`config.mk`:
```
export PLATFORM = sky130hd
export DESIGN_NAME = i2c_apb_sequencer
export DESIGN_NICKNAME = d
export VERILOG_FILES = /design/src/rtl/i2c_apb_sequencer.sv
export SDC_FILE = /design/constraint.sdc
export NUM_CORES = 1
export LEC_CHECK = 0
export BUFFER_PORTS_ARGS = -buffer_cell sky130_fd_sc_hd__buf_2
export CAP_MARGIN = 10
export CELL_PAD_IN_SITES_DETAIL_PLACEMENT = 0
export CELL_PAD_IN_SITES_GLOBAL_PLACEMENT = 1
export CORE_MARGIN = 5
export CORE_UTILIZATION = 40
export CTS_BUF_LIST = sky130_fd_sc_hd__clkbuf_4 sky130_fd_sc_hd__clkbuf_8
export DETAILED_ROUTE_END_ITERATION = 10
export GPL_TIMING_DRIVEN = 0
export PLACE_DENSITY = 0.95
export SLEW_MARGIN = 20
export SYNTH_ARGS = -nofsm -noshare
export SYNTH_HDL_FRONTEND = slang
export SYNTH_SLANG_ARGS = --single-unit
```
`constraint.sdc`:
```
create_clock -name PCLK -period 4 [get_ports PCLK]
set_clock_uncertainty 0.15 [all_clocks]
set_input_delay 0.4 -clock PCLK [delete_from_list [all_inputs] [get_ports PCLK]]
set_output_delay 0.4 -clock PCLK [all_outputs]
set_load 0.01 [all_outputs]
```
`src/rtl/i2c_apb_sequencer.sv`:
```
// APB master that turns one I2C job request plus TX/RX byte streams into the controller's register sequence.
// Optional poll timeout with abort is built when SEQ_TIMEOUT_EN is defined.
module i2c_apb_sequencer #(
    parameter int MAX_LEN    = 8,
    parameter int POLL_LIMIT = 1023
) (
    input  logic       PCLK,
    input  logic       PRESET,
    // valid/ready: a transfer happens on a rising edge where both are 1; ready never depends on valid
    input  logic       req_valid,
    output logic       req_ready,
    input  logic       req_rw,
    input  logic [6:0] req_addr,
    input  logic [3:0] req_len,
    input  logic [7:0] req_prescale,
    input  logic       req_rstart,
    input  logic       tx_valid,
    output logic       tx_ready,
    input  logic [7:0] tx_data,
    output logic       rx_valid,
    output logic [7:0] rx_data,
    output logic       done,
    output logic       err,
    output logic       PSELx,
    output logic       PENABLE,
    output logic       PWRITE,
    output logic [7:0] PADDR,
    output logic [7:0] PWDATA,
    input  logic [7:0] PRDATA,
    input  logic       PREADY,
    output logic [3:0] state_dbg
);
    typedef enum logic [3:0] {
        IDLE, CFG, TXWAIT, PUSH, START, POLL, POP, RDDATA, FIN, ABORT
    } state_t;

    localparam logic [3:0] MAX_LEN_L = 4'(MAX_LEN);

    if (MAX_LEN < 1 || MAX_LEN > 15 || POLL_LIMIT < 1) begin : g_param_check
        $error("i2c_apb_sequencer: MAX_LEN must be 1..15 and POLL_LIMIT at least 1");
    end

    state_t     state, state_n;
    logic [1:0] step, step_n;
    logic       pen_n;
    logic       job_rw, job_rstart;
    logic [6:0] job_addr;
    logic [7:0] job_prescale, tx_byte, rs;
    logic [3:0] cnt, len_clamped;
    logic       xfer_done, accept, tx_hs, last_byte, poll_exit, poll_expire;

    assign rs          = {4'b0000, job_rstart, 3'b000};
    assign len_clamped = (req_len == 4'd0) ? 4'd1 : ((req_len > MAX_LEN_L) ? MAX_LEN_L : req_len);
    assign req_ready   = (state == IDLE);
    assign tx_ready    = (state == TXWAIT);
    assign PSELx       = (state != IDLE) && (state != TXWAIT);
    assign xfer_done   = PSELx && PENABLE && PREADY;
    assign accept      = req_valid && req_ready;
    assign tx_hs       = tx_valid && tx_ready;
    assign last_byte   = (cnt == 4'd1);
    // Read jobs wait for data in the RX FIFO, write jobs wait for the TX FIFO to drain.
    assign poll_exit   = job_rw ? ~PRDATA[4] : PRDATA[6];
    assign state_dbg   = state;

    always_comb begin
        state_n = state;
        step_n  = step;
        pen_n   = PSELx && !(PENABLE && PREADY);
        PADDR   = 8'h00;
        PWDATA  = 8'h00;
        PWRITE  = 1'b0;
        case (state)
            CFG: begin
                PWRITE = 1'b1;
                case (step)
                    2'd0:    begin PADDR = 8'h00; PWDATA = job_prescale; end
                    2'd1:    begin PADDR = 8'h14; PWDATA = {job_addr, job_rw}; end
                    default: begin PADDR = 8'h04; PWDATA = 8'h10 | rs; end
                endcase
            end
            PUSH: begin
                PWRITE = 1'b1;
                case (step)
                    2'd0:    begin PADDR = 8'h0C; PWDATA = tx_byte; end
                    2'd1:    begin PADDR = 8'h04; PWDATA = 8'h50 | rs; end
                    default: begin PADDR = 8'h04; PWDATA = 8'h10 | rs; end
                endcase
            end
            START:  begin PWRITE = 1'b1; PADDR = 8'h04; PWDATA = 8'h90 | rs; end
            POLL:   PADDR = 8'h08;
            POP: begin
                PWRITE = 1'b1;
                PADDR  = 8'h04;
                PWDATA = (step == 2'd0) ? (8'hB0 | rs) : (8'h90 | rs);
            end
            RDDATA: PADDR = 8'h10;
            FIN:    begin PWRITE = 1'b1; PADDR = 8'h04; PWDATA = 8'h10; end
            ABORT:  begin PWRITE = 1'b1; PADDR = 8'h04; PWDATA = 8'h00; end
            default: ;
        endcase

        case (state)
            IDLE:   if (req_valid) begin state_n = CFG;  step_n = 2'd0; end
            TXWAIT: if (tx_valid)  begin state_n = PUSH; step_n = 2'd0; end
            default: if (xfer_done) begin
                step_n = step + 2'd1;
                case (state)
                    CFG: if (step == 2'd2) begin
                        step_n  = 2'd0;
                        state_n = job_rw ? START : TXWAIT;
                    end
                    PUSH: if (step == 2'd2) begin
                        step_n  = 2'd0;
                        state_n = last_byte ? START : TXWAIT;
                    end
                    START: begin step_n = 2'd0; state_n = POLL; end
                    POLL: begin
                        step_n = 2'd0;
                        if (poll_exit)        state_n = job_rw ? POP : FIN;
                        else if (poll_expire) state_n = ABORT;
                    end
                    POP: if (step == 2'd1) begin step_n = 2'd0; state_n = RDDATA; end
                    RDDATA: begin step_n = 2'd0; state_n = last_byte ? FIN : POLL; end
                    default: begin step_n = 2'd0; state_n = IDLE; end
                endcase
            end
        endcase
    end

    always_ff @(posedge PCLK) begin
        if (PRESET) begin
            state   <= IDLE;
            step    <= 2'd0;
            PENABLE <= 1'b0;
        end else begin
            state   <= state_n;
            step    <= step_n;
            PENABLE <= pen_n;
        end
    end

    always_ff @(posedge PCLK) begin
        if (PRESET) begin
            job_rw       <= 1'b0;
            job_rstart   <= 1'b0;
            job_addr     <= 7'd0;
            job_prescale <= 8'd0;
            cnt          <= 4'd0;
            tx_byte      <= 8'd0;
            rx_data      <= 8'd0;
            rx_valid     <= 1'b0;
            done         <= 1'b0;
        end else begin
            rx_valid <= 1'b0;
            done     <= 1'b0;
            if (accept) begin
                job_rw       <= req_rw;
                job_rstart   <= req_rstart;
                job_addr     <= req_addr;
                job_prescale <= req_prescale;
                cnt          <= len_clamped;
            end
            if (tx_hs) tx_byte <= tx_data;
            if (xfer_done) begin
                case (state)
                    PUSH: if (step == 2'd2 && !last_byte) cnt <= cnt - 4'd1;
                    RDDATA: begin
                        rx_data  <= PRDATA;
                        rx_valid <= 1'b1;
                        if (!last_byte) cnt <= cnt - 4'd1;
                    end
                    FIN, ABORT: done <= 1'b1;
                    default: ;
                endcase
            end
        end
    end

`ifdef SEQ_TIMEOUT_EN
    localparam int PW = $clog2(POLL_LIMIT + 1);
    logic [PW-1:0] poll_cnt;
    logic          err_q;

    always_ff @(posedge PCLK) begin
        if (PRESET) begin
            poll_cnt <= '0;
            err_q    <= 1'b0;
        end else begin
            err_q <= xfer_done && (state == ABORT);
            if (state_n == POLL && state != POLL)       poll_cnt <= '0;
            else if (xfer_done && state == POLL)        poll_cnt <= poll_cnt + 1'b1;
        end
    end

    assign poll_expire = (poll_cnt == PW'(POLL_LIMIT - 1));
    assign err         = err_q;
`else
    assign poll_expire = 1'b0;
    assign err         = 1'b0;
`endif
endmodule

```
Yosys cells after proc, flatten, opt, wreduce, memory -nomap -nowiden. Cells that the tools add are included.

Bits of input ports: 42. Output and inout port bits: 36. Bits in registers: 46. Logic and storage cells: 97.

Reductions and logical operators: 23. $lt $le $gt $ge: 1. Add/sub/neg operators: 2. Bitwise operators: 2. Muxes and demuxes: 38. Eq/ne operators: 19.

Operators with widths (count): $mux W4 (16); $pmux W8 S5 (1); $pmux W8 S2 (2); $pmux W5 S5 (1); $pmux W4 S6 (1); $eq A4 B3 Y1 const B (4); $ne A4 B4 Y1 const B (4); $pmux W4 S2 (2); $mux W2 (5); $pmux W5 S2 (1); $eq A4 B1 Y1 const B (2); $eq A4 B2 Y1 const B (2); $eq A4 B4 Y1 const B (2); $logic_and A1 B1 Y1 (8); $logic_not A4 Y1 (2); $pmux W2 S2 (2); $reduce_and A7 Y1 (1); $mux W3 (2); $mux W6 (1); $reduce_or A2 Y1 (3); $reduce_or A6 Y1 (1); $gt A4 B4 Y1 const B (1); $mux W1 (4); $ne A2 B2 Y1 const B (2); 13 further kinds (15).

Longest topological paths before layout.
Word-level depth: 7. Gate-level depth with buffers: 6.

Worst setup path after synthesis. No wires, ideal clock.

Kind: reg-to-output. From: register state[0] (netlist: state_dbg[0]). To: output port PWDATA[5]. Setup slack: 1882 ps. Stages on the path, launching flop included: 7. Path buffers: 2. Arrival: 1568 ps. Path through: dfxtp_1 -> buf_2 -> or4b_1 -> clkbuf_2 -> nor3_1 -> nand2_1 -> o21ai_0.

Word-level cells in the longest chain between the ends: 2. Elaborated cells between the ends (all ways): 6. Those cells by class: 5 x eq/ne; 1 x mux.

Ends and longest elaborated chain: start: declaration (RTL line 43) `state_t state, state_n;`; start signal: assignment (RTL line 136) `state <= state_n;`; $eq A4 B4 Y1, or another cell as far along (RTL line 72) `case (state)`; $pmux W8 S5 * (RTL line 72); end: declaration (RTL line 28) `output logic [7:0] PWDATA,`.

Mark *: on every way between the ends. The rest lies on a longest branch, timed or not.

Worst setup path after layout.
From: register state[0] (netlist: state_dbg[0]). To: output port PWDATA[3].

Same word-level chain as after synthesis.

==> out/results.txt <==
Max Clock Freq: 359 MHz
Post-DR vias/cell: 5.17
Yosys cell types: 48
WP data arrival: 2.23 ns
Post-CTS sizing: 0
Sequential cell area: 921 sq um
Post-synth top area share: 38.6%
Total power: 1.48 mW
Type of the worst setup path: reg2out
Slew Limit Fails: 0
Remaining Overflow, GRT: 0
Clk root buf: clkbuf_8
Area of the multi-input gates: 0.00132 sq mm
Most frequent cells after synthesis: dfxtp_1, nand2_1, nor2_1
Top Layer Used: met4
Crit end category: output pin
Post-CTS setup buffer count: 0
Final worst path period need: 2.78 ns
Crit start category: flop
Post-synthesis async set-or-reset flop share: 0%
# placed instances: 447
Worst hold path type: in2reg
H-tree levels: 2
Buffers on Ports: 71
Top cells by area, synth: dfxtp_1, mux2i_1, nand2_1
Post-synth EDFFs: 0
CTS tree: done
Seq cells post-synth: 46
Post-layout util: 50.4%
Max VDD drop: 236 uV
Switch Pwr: 0.569 mW
Post-DRT Antenna Nets: 0
Dpl ws: 1.52 ns
Prevailing post-synth register cell: dfxtp_1
Via count: 2,352
Fin nets: 423
GPL Wtd Cong: 0.888
Pwr Density: 503 mW/mm^2
DR WL met2: 3080 um
FILL cells: 592
Layout cell share with drive strength beyond 1: 26.3%
Met1 wire length: 2900 um
DRT Pass-1 Iters: 4
Slew @ Worst Pin: 0.599 ns
Top-count cell post-synth: dfxtp_1
Placeable Area: 0.00585 sq mm
Initial antenna violation count: 0
Number of global-route vias before repair: 2,266
Final setup viols: 0
Int Power: 0.915 mW
Cell Rows: 28
# DRC: 0
Outcome: finished, final reports clean
Die Y: 87.3 um
Yosys warns: 0
Mapped Avg Cell Area: 8.07 sq um
Hold_buf cts: 0
Setup TNS: 0 ns
Largest net degree at the start of global routing: 14
Max-cap viol count: 0
DP Wirelength: 5030 um
Die width: 87.3 um
Cell Area, Synth: 0.00239 sq mm
Clk buf depth: 2
Yosys top cell by area: dfxtp_1
First-pass GRT wire length: 10,500 um
Clock power frac: 19.9%
Die ar.: 0.00762 sq mm
Sequential area share after synthesis: 38.6%
Post-Synthesis Cells: 296
RSZ-0062 raised after global routing: no
Comb power frac: 42.1%
Final Non-Filler Cells: 455
Final hold vios: 0
CP required: 3.45 ns
Max-slew headroom: 60.0%
Switching fraction of total power: 38.4%
Setup ws final: 1.22 ns
CTS buffer count: 5
Period utilization: 69.6%
Ports: 78
Max FO, Critical Path: 10
Global Route Usage Sum: 17.3%
Initial Util: 40.8%
Pleak: 1.27 nW
Layout area overhead: 23.6%
Sink Count: 46
Drt wl/cell: 14.4 um
Iter 0 DRT Violations: 148
Ant diodes: 0
Post-Route WL: 6560 um
Sequential power share: 38.0%
Clk_lat worst skew: 0.30 ns
Met3 routed wirelength: 493 um
Clk slew on worst S/H paths: 0.08 ns
[cells by family after synthesis]
kind of cell	Yosys count	share of synthesized area, %
DFF	46	38.6
and+or+nand+nor	121	24.7
muxes	31	13.1
other	1	0.157
buffers and inverters	36	7.07
AOI/OAI and AO/OA	59	15.3
adders and majority gates	2	1.05
[final timing paths]
kind / cells after the start / slack (ns) / to / from
max reg2reg: 4 / 1.93 / step[1] / state_dbg[3]
min reg2reg: 2 / 0.31 / job_prescale[0] / job_prescale[0]
min: 3 / 0.18 / job_prescale[5] / req_prescale[5]
max: 7 / 1.22 / PWDATA[3] / state_dbg[0]
[power groups by stage]
stage,clock (mW),sequential (mW),combinational (mW)
after global routing,0.327,0.573,0.699
after floorplan,0,0.567,0.439
final,0.295,0.564,0.626
after global placement,0,0.572,0.620
after detailed placement,0,0.574,0.626
after CTS,0.308,0.564,0.629
[critical path, cell delays in order (launching register included)]
cell and delay (ns):
dfxtp_1 0.38, buf_2 0.23, or4b_1 0.45, clkbuf_2 0.19
nor3_1 0.31, a32oi_1 0.09, o31ai_1 0.10, buf_2 0.19
[state kept, by name, indices dropped and copies added (netlist names)]
name and count:
rx_data 8, done 1, cnt 4, job_rw 1
state_dbg 4, job_prescale 8, job_addr 7, tx_byte 8
job_rstart 1, rx_valid 1, step 2, PENABLE 1
[stage by stage]
step           area [sq um]  hold WS (ns)
2_1_floorplan          2410         0.284
3_3_place_gp           2860         0.291
3_5_place_dp           2860         0.296
4_1_cts                2950         0.172
5_1_grt                2950         0.177
6_report               2950         0.183
[layout make-up]
type,instances,share of cell area [%]
Multi-Input combinational cell,219,44.6
Sequential cell,46,31.2
Timing Repair Buffer,71,12.0
Buffer,27,4.58
Tap cell,75,3.18
Clock buffer,7,3.05
Inverter,9,1.14
Clock inverter,1,0.170
[layer usage]
layer | global-route usage (%) | vias to the layer above
met5 | 0 | -
met1 | 22.3 | 1085
met4 | 5.16 | 0
met3 | 3.60 | 10
met2 | 29.2 | 78
li1 | - | 1179
[placed cells by master (no fill, tap or decap), types with 8 or more instances in the layout]
cell type / instances
a21oi_1: 28
buf_2: 78
clkbuf_1: 10
dfxtp_1: 46
inv_1: 8
mux2i_1: 28
nand2_1: 42
nand2b_1: 10
nor2_1: 33
o21ai_0: 10
(Power assumes the default switching activity.)
